File: config.mk
export PLATFORM = sky130hd
export DESIGN_NAME = frogger_game_ctrl
export DESIGN_NICKNAME = d
export VERILOG_FILES = /design/src/rtl/frogger_game_ctrl.sv
export SDC_FILE = /design/constraint.sdc
export NUM_CORES = 1
export LEC_CHECK = 0
export CAP_MARGIN = 20
export CORE_ASPECT_RATIO = 1.4
export CORE_MARGIN = 2
export CORE_UTILIZATION = 55
export CTS_CLUSTER_SIZE = 30
export DETAILED_ROUTE_END_ITERATION = 8
export PLACE_DENSITY = 0.78
export SLEW_MARGIN = 40
export SYNTH_ARGS = -nofsm -noshare
export SYNTH_HDL_FRONTEND = slang
export SYNTH_SLANG_ARGS = --single-unit
File: constraint.sdc
create_clock -name clk -period 3 [get_ports clk]
set_input_delay 0.75 -clock clk [delete_from_list [all_inputs] [get_ports clk]]
set_output_delay 0.75 -clock clk [all_outputs]
set_load 0.01 [all_outputs]
File: src/rtl/frogger_game_ctrl.sv
// Game sequencer for the 16x16 Frogger display: lives, level, lane scroll
// rate and crash-detector clear, driven by a single phase state machine.
module frogger_game_ctrl #(
  parameter int NLIVES    = 3,
  parameter int NLEVELS   = 4,
  parameter int TICK_BASE = 1024,
  parameter int FLASH_LEN = 8
) (
  input  logic       clk,
  input  logic       reset,
  input  logic       start,
  input  logic       crash,
  input  logic       goal,
  output logic       crash_clr,
  output logic       frog_home,
  output logic       lane_tick,
  output logic       flash,
  output logic [1:0] lives,
  output logic [1:0] level,
  output logic [2:0] state
);

  localparam int CW = $clog2(TICK_BASE);
  localparam int FW = (FLASH_LEN > 1) ? $clog2(FLASH_LEN) : 1;
  localparam logic [1:0]    LIVES_INIT = 2'(NLIVES);
  localparam logic [1:0]    LAST_LEVEL = 2'(NLEVELS - 1);
  localparam logic [FW-1:0] FLASH_LAST = FW'(FLASH_LEN - 1);

  typedef enum logic [2:0] {
    S_IDLE    = 3'd0,
    S_RESPAWN = 3'd1,
    S_PLAY    = 3'd2,
    S_HIT     = 3'd3,
    S_LEVELUP = 3'd4,
    S_OVER    = 3'd5,
    S_WIN     = 3'd6
  } state_t;

  state_t        state_q, state_d;
  logic [1:0]    lives_q, lives_d;
  logic [1:0]    level_q, level_d;
  logic [CW-1:0] cnt_q, cnt_d, tick_max_s;
  logic [FW-1:0] flash_cnt_q, flash_cnt_d;
  logic          crash_clr_q, crash_clr_d;
  logic          frog_home_q, frog_home_d;
  logic          lane_tick_q, lane_tick_d;
  logic          flash_q, flash_d;

  // Next-state, lives and level update
  always_comb begin
    state_d = state_q;
    lives_d = lives_q;
    level_d = level_q;
    case (state_q)
      S_IDLE, S_OVER, S_WIN: begin
        if (start) begin
          state_d = S_RESPAWN;
          lives_d = LIVES_INIT;
          level_d = 2'd0;
        end else begin
          state_d = state_q;
        end
      end
      S_RESPAWN: state_d = S_PLAY;
      S_PLAY: begin
        // crash outranks goal, so a simultaneous goal leaves level untouched
        if (crash) begin
          state_d = S_HIT;
          lives_d = (lives_q == 2'd0) ? 2'd0 : lives_q - 2'd1;
        end else if (goal) begin
          if (level_q == LAST_LEVEL) begin
            state_d = S_WIN;
          end else begin
            state_d = S_LEVELUP;
            level_d = level_q + 2'd1;
          end
        end else begin
          state_d = S_PLAY;
        end
      end
      S_HIT: begin
        if (flash_cnt_q == FLASH_LAST) begin
          state_d = (lives_q == 2'd0) ? S_OVER : S_RESPAWN;
        end else begin
          state_d = S_HIT;
        end
      end
      S_LEVELUP: state_d = S_RESPAWN;
      default:   state_d = S_IDLE;
    endcase
  end

  // Tick and flash counters plus output decode from the next state, so every
  // output comes straight off a flop
  always_comb begin
    tick_max_s = CW'((TICK_BASE >> level_d) - 1);
    if (state_q == S_PLAY && state_d == S_PLAY) begin
      cnt_d = (cnt_q == tick_max_s) ? '0 : cnt_q + CW'(1);
    end else begin
      cnt_d = '0;
    end
    if (state_q == S_HIT && state_d == S_HIT) begin
      flash_cnt_d = flash_cnt_q + FW'(1);
    end else begin
      flash_cnt_d = '0;
    end
    flash_d     = (state_d == S_HIT);
    frog_home_d = (state_d == S_RESPAWN);
    crash_clr_d = !(state_d == S_PLAY || state_d == S_HIT);
    lane_tick_d = (state_d == S_PLAY) && (cnt_d == tick_max_s);
  end

  // State and output registers
  always_ff @(posedge clk or negedge reset) begin
    if (!reset) begin
      state_q     <= S_IDLE;
      lives_q     <= LIVES_INIT;
      level_q     <= 2'd0;
      cnt_q       <= '0;
      flash_cnt_q <= '0;
      crash_clr_q <= 1'b1;
      frog_home_q <= 1'b0;
      lane_tick_q <= 1'b0;
      flash_q     <= 1'b0;
    end else begin
      state_q     <= state_d;
      lives_q     <= lives_d;
      level_q     <= level_d;
      cnt_q       <= cnt_d;
      flash_cnt_q <= flash_cnt_d;
      crash_clr_q <= crash_clr_d;
      frog_home_q <= frog_home_d;
      lane_tick_q <= lane_tick_d;
      flash_q     <= flash_d;
    end
  end

  assign state     = state_q;
  assign lives     = lives_q;
  assign level     = level_q;
  assign crash_clr = crash_clr_q;
  assign frog_home = frog_home_q;
  assign lane_tick = lane_tick_q;
  assign flash     = flash_q;

endmodule

==> reports/qor.yml, run 1 <==
status:
  outcome: "complete, no violations"
floorplanning:
  die-area_sq_um: 3040
  die_height_um: 64.44
  start_util: 0.5873
  core_sq_um: 2444
  die_x_um: 47.17
  num_rows: 21
  io_pins: 16
worst_hold_path:
  holdPathStages: 1
  hp-class: "reg2reg"
  holdPathEnd: "flash_cnt_q[0]"
  min-delay-start: "flash_cnt_q[0]"
global_routing:
  grt_pass1_wl_um: 5257
  gr-usage-all-layers: 0.2336
  grt_start_max_net_pins: 25
  antenna_found_initial: 0
  grt_pass1_vias: 1256
  grt-ovfl-total: 0
routing:
  drt_wl_total_um: 3086
  wl_per_cell_um: 14.49
  dr.pass1.iters: 4
  antenna_left: 0
  drt_iter0_markers: 20
  vias: 1242
  drc: 0
  viasPerCell: 5.831
clock_tree:
  cts_buffers: 3
  clockBufferDepth: 2
  cts.repair.resized: 0
  cts_tree: "built"
  postCtsSetupRepairBufs: 0
  ctsHoldBuffers: 0
  cts.sinks: 24
  insertion_delay_ps: 320
  clk_pin_slew_ps: 130
  cts_root_buf: "clkbuf_4"
  htree_num_levels: 1
synthesis:
  synthFlopType: "dfrtp_1"
  async_reset_ff_frac: 1.000
  syn-num-nets: 162
  synthCells: 154
  yosysUniqueCellTypes: 51
  synthTopCellsByArea: "dfrtp_1 37%, dfstp_2 5.5%, nor2_1 5.2%, inv_1 2.9%, nand2_1 2.9%"
  synth_edf_count: 0
  ys_seq_area_frac: 0.4211
  synth_top_area_frac: 0.3662
  synth.most_common_cell: "dfrtp_1"
  synth_common_cells: "21 x dfrtp_1, 20 x nor2_1, 11 x inv_1, 11 x nand2_1"
  syn-mean-instance-area_sq_um: 9.319
  yosys_warnings: 0
  syn-cell-area_sq_um: 1435
  synth_seq_cells: 24
  yosys.area.top_type: "dfrtp_1"
sta:
  tns_ps: 0
  rsz0062_at_grt: "no"
  slew_headroom: 0.6365
  finalHoldViolCount: 0
  finalSetupViolations: 0
  worstMarginPinSlew_ps: 537.6
  finalMaxSlewViolations: 0
  period_share: 0.9339
  max_freq_mhz: 356.9
  finClkSkew_ps: 3.542
  min_period_ps: 2802
placement:
  dp.final_hpwl_um: 2449
  place.gp.congestion: 0.8753
  placed_cells: 209
  io_buffers: 15
run:
  drv_cap: 0
critical_path:
  r2r-start: "state[2]"
  cp_max_fo: 7
  required_ps: 3250
  crit_arrival_ps: 3060
  rr_worst_depth: 8
  setup.worst_path.class: "in2reg"
  r2r_end: "cnt_q[9]"
  rrSetupSlack_ps: 500
  critPathLaunchType: "input pin"
  endpoint_kind: "flop"
final_layout:
  finalNonFillerCells: 213
  area_growth_pct: 20.66
  fin_nets: 188
  diodes: 0
  layout-drive-gt1-share: 0.1397
power_and_ir_drop:
  ir_drop_mv: 0.3914
  cellPowerDensity_nw_per_um2: 753.8
  cellLeakagePower_nw: 0.7217
-- critical path, cell delays in order --
cell and delay, ps:
clkdlybuf4s50_1 480, or3b_4 380, buf_4 150, o2111ai_1 190, o211ai_1 110, o31ai_1 350, buf_4 180, or2b_1 310
nor2_1 150
-- metrics by stage --
| step | hold WS, ps | instance area, sq um | utilization | worst slack [ps] | total power, W |
|---|---|---|---|---|---|
| global route | 481.7 | 1732 | 0.7087 | 22.23 | 0.001409 |
| floorplan | 416.0 | 1435 | - | 433.3 | 0.0008500 |
| detailed placement | 449.9 | 1679 | 0.6871 | -114.7 | 0.001084 |
| finish | 462.1 | 1732 | 0.7087 | 198.4 | 0.001305 |
| CTS | 467.4 | 1732 | 0.7087 | 185.3 | 0.001319 |
| global placement | 434.9 | 1679 | 0.6871 | -68.37 | 0.001065 |
-- per-layer routing --
layer / GRT usage / share of wire / up-vias
met2: 0.4349 / 0.55 / 20
li1: - / - / 612
met5: 0 / 0 / -
met3: 0.01950 / 0.024 / 9
met1: 0.2518 / 0.40 / 601
met4: 0.09375 / 0.025 / 0
-- layout by cell type (no fill, tap or decap), types with 2 or more instances in the layout --
cell             Yosys  layout
nor3_1               5       5
and4_1               2       2
o2111ai_1            3       3
nand3_1              3       3
nand4_1              2       2
o32ai_1              3       3
and3b_1              2       2
nor2b_1              5       5
o31ai_1              3       3
o211ai_1             2       2
or3_1                2       2
clkbuf_4             0       3
nor4b_1              2       2
dfrtp_1             21      21
buf_4                0      10
xor2_1               3       3
dfstp_2              3       3
clkdlybuf4s50_1      0      15
nor2_1              20      20
a21oi_1              4       4
inv_1               11      11
ha_1                 3       3
a41oi_1              2       2
and2_1               3       3
nand2b_1             4       4
a31oi_1              3       3
o21ai_0              3       3
nand2_1             11      11
xnor2_1              3       3
-- area by class of cell --
| cell class | count | area, sq um |
|---|---|---|
| Clock buffer | 3 | 22.52 |
| Multi-Input combinational cell | 115 | 765.7 |
| Clock inverter | 1 | 30.03 |
| Tap cell | 34 | 42.54 |
| Fill cell | 200 | 711.9 |
| Timing Repair Buffer | 25 | 225.2 |
| Sequential cell | 24 | 604.3 |
| Inverter | 11 | 41.29 |
-- cells by family after synthesis --
family,after synthesis,share of synthesized area
flip-flops,24,0.4211
XOR/XNOR,6,0.03662
adder cells (fa/ha/maj),3,0.02616
AND/OR/NAND/NOR,72,0.2860
AO/OA/AOI/OAI,34,0.1848
buffers and inverters,15,0.04533
-- flip-flops by register name (all words and copies together), names as in the netlist --
name,cells
flash,1
level,2
flash_cnt_q,3
crash_clr,1
state,3
frog_home,1
lane_tick,1
cnt_q,10
lives,2
-- worst max-delay path by stage --
stage	from	end	slack [ps]	cells after the start
5_1_grt	goal	lane_tick	20	9
3_5_place_dp	goal	lane_tick	-110	9
2_1_floorplan	crash	lane_tick	430	6
3_3_place_gp	goal	lane_tick	-70	7
4_1_cts	goal	lane_tick	190	9
6_report	goal	cnt_q[9]	200	9
-- report_power, final --
part | switching [W] | leakage, nW | total (W) | internal, W
registers | 0.000110 | 0.315 | 0.000522 | 0.000412
clock network | 0.0000955 | 0.0279 | 0.000231 | 0.000135
logic | 0.000276 | 0.378 | 0.000553 | 0.000277
total | 0.000482 | 0.722 | 0.00131 | 0.000824
No activity file was read; power rests on OpenSTA's default activity.
==> run 2: changes to the inputs <==
--- a/config.mk
+++ b/config.mk
@@ -12,6 +12,7 @@
 export CTS_CLUSTER_SIZE = 30
 export DETAILED_ROUTE_END_ITERATION = 8
 export PLACE_DENSITY = 0.78
+export SETUP_SLACK_MARGIN = 0.5
 export SLEW_MARGIN = 40
 export SYNTH_ARGS = -nofsm -noshare
 export SYNTH_HDL_FRONTEND = slang
==> run 2 against run 1 <==
Combinational power grew 18%. Die area is the same. Power grew 7.9%. Sequential share of layout area shrank 1.9 points. Design area grew 6.5%. Worst hold slack lost 12 ps. Non-clock buffer count grew 6. Critical path type unchanged. Critical endpoint is now lane_tick.
==> reports/qor.yml, run 2 (synthesis results as in run 1) <==
power_and_ir_drop:
  clkPwrFrac: 0.166  # -0.011
  ir_drop_mv: 0.4770  # +22%
  cellLeakagePower_nw: 0.7507  # +4.0%
  p_comb_frac: 0.463  # +0.039
  switching_share: 0.3807  # +0.01177
  p_int_w: 0.0008719  # +5.9%
  cellPowerDensity_nw_per_um2: 763.4  # +1.3%
  pwr-share-seq: 0.371  # -0.029
  p_switching_w: 0.0005360  # +11%
floorplanning:
  die-area_sq_um: 3040  # unchanged
  num_rows: 21  # unchanged
  io_pins: 16  # unchanged
  die_x_um: 47.17  # unchanged
  start_util: 0.5873  # unchanged
  core_sq_um: 2444  # unchanged
  die_height_um: 64.44  # unchanged
critical_path:
  r2r-start: "cnt_q[0]"
  path_cells: "clkbuf_2 -> or3b_4 -> or4_4 -> a211oi_2 -> o31ai_2 -> buf_4 -> a21o_1 -> a2111oi_2"
  required_ps: 3230  # -20 ps
  r2r_end: "lane_tick"
  rr_worst_depth: 7  # -1
  crit_arrival_ps: 2580  # -480 ps
  critPathLaunchType: "input pin"
  cp_max_fo: 4  # -3
  endpoint_kind: "flop"
  max_stage_delay_ps: 420  # -60 ps
  slowest_stage: "or4_4"
  setup.worst_path.class: "in2reg"
  rrSetupSlack_ps: 660  # +160 ps
clock_tree:
  cts_buffers: 3  # unchanged
  cts.sinks: 24  # unchanged
  clk_pin_slew_ps: 140  # about the same
  htree_num_levels: 1  # unchanged
  cts_tree: "built"
  clockBufferDepth: 2  # unchanged
  cts_root_buf: "clkbuf_4"
  insertion_delay_ps: 320  # about the same
routing:
  dr.pass1.iters: 4  # unchanged
  drt_wl_total_um: 3442  # +12%
  drt_iter0_markers: 26  # +30%
  drc: 0  # unchanged
  viasPerCell: 6.000  # +2.9%
  wl_per_cell_um: 15.72  # +8.5%
  antenna_left: 0  # unchanged
  vias: 1314  # +5.8%
global_routing:
  grt-ovfl-total: 0  # unchanged
  antenna_found_initial: 0  # unchanged
  gr-usage-all-layers: 0.2356  # +0.002064
  grt_start_max_net_pins: 25  # unchanged
  grt_pass1_vias: 1264  # +0.64%
  grt_pass1_wl_um: 5195  # -1.2%
sta:
  max_freq_mhz: 424.5  # +19%
  finalHoldViolCount: 0  # unchanged
  finalMaxSlewViolations: 0  # unchanged
  slew_headroom: 0.7178  # +0.08128
  rsz0062_at_grt: "no"
  finClkSkew_ps: 13.24  # +9.699 ps
  tns_ps: 0  # unchanged
  period_share: 0.7853  # -0.1486
  min_period_ps: 2356  # -445.7 ps
  finalSetupViolations: 0  # unchanged
  worstMarginPinSlew_ps: 417.8  # -119.9 ps
final_layout:
  largest_reg_flops: 10  # unchanged
  area_growth_pct: 28.51
  diodes: 0  # unchanged
  fillers: 185  # -7.5%
  fin_nets: 194  # +3.2%
  multiInputGateArea_sq_um: 840.8  # +9.8%
  fin_util: 0.7547  # +0.04608
  final_cell_mix: "20 x nor2_1, 18 x dfrtp_1, 15 x buf_4"
  layout-drive-gt1-share: 0.2595  # +0.1198
  seq_area_sq_um: 608.1  # +0.62%
  final_common_cell: "nor2_1"
  largest-register: "cnt_q"
worst_hold_path:
  min-delay-start: "flash_cnt_q[0]"
  holdPathEnd: "flash_cnt_q[0]"
  holdPathStages: 1  # unchanged
  hp-class: "reg2reg"
placement:
  io_buffers: 15  # unchanged
  place.gp.congestion: 0.8681  # -0.82%
  dp.final_hpwl_um: 2430  # -0.75%
status:
  outcome: "complete, no violations"
run:
  drv_cap: 0  # unchanged
==> run 2: cell types whose count changed in the layout (fill, tap and decap cells not counted), sizes merged <==
cell           before  now
clkdlybuf4s50      15   12
clkbuf              3    6
buf                10   16
==> run 2: how the worst max path moves through the flow <==
stage                        start        end  slack (ps)  depth (start not counted)
after CTS                     goal  lane_tick         510                          9
after global placement       crash  lane_tick          30                          8
after floorplan              crash  lane_tick         550                          6
final                        crash  lane_tick         640                          8
after detailed placement      goal  lane_tick         -50                          8
after global routing      state[0]  lane_tick         530                          8
==> run 2: through the flow <==
stage               hold slack [ps]  total power [W]  instances  cell area, sq um  setup slack, ps
finish                        450.3         0.001408        219              1844            644.1
global route                  481.6         0.001498        219              1844            526.1
CTS                           456.7         0.001343        214              1778            507.4
detailed placement            438.9         0.001082        208              1677           -45.54
global placement              434.1         0.001063        208              1677            27.82
floorplan                     416.0        0.0008501        154              1440            549.5
==> run 2: cell type report <==
type	count	area share
tap	34	0.02307
multi-input combinational	115	0.4559
inverter	11	0.02239
clock buffer	3	0.01221
clock inverter	1	0.01628
timing repair buffer	31	0.1404
sequential	24	0.3297
==> run 2: critical path: cells and delay by family <==
kind	cells	cell delay, ps
AND/OR/NAND/NOR	2	800
AO/OA/AOI/OAI	4	790
buffers and inverters	2	250
==> run 2: timing repair <==
| action | 4_1_cts | 5_1_grt |
|---|---|---|
| pin swaps | 5 | 5 |
| gates resized for setup | 9 | 16 |
| hold buffers | 0 | 0 |
| buffers inserted | 2 | 5 |
| endpoints found under the setup margin | 8 | 8 |
==> run 2: power by group through the flow <==
stage	Sequential [W]	Clock, W	Combinational, W
after CTS	0.000521	0.000236	0.000586
after detailed placement	0.000525	0	0.000557
final	0.000523	0.000234	0.000652
after global routing	0.000538	0.000248	0.000712
after floorplan	0.000503	0	0.000347
after global placement	0.000521	0	0.000542
==> run 2: routing by layer <==
layer	up-vias	track usage	routed length, um
met5	-	0	0
met4	0	0.1181	123
met3	18	0.03064	115
met2	43	0.4281	1932
met1	627	0.2459	1272
li1	626	-	-
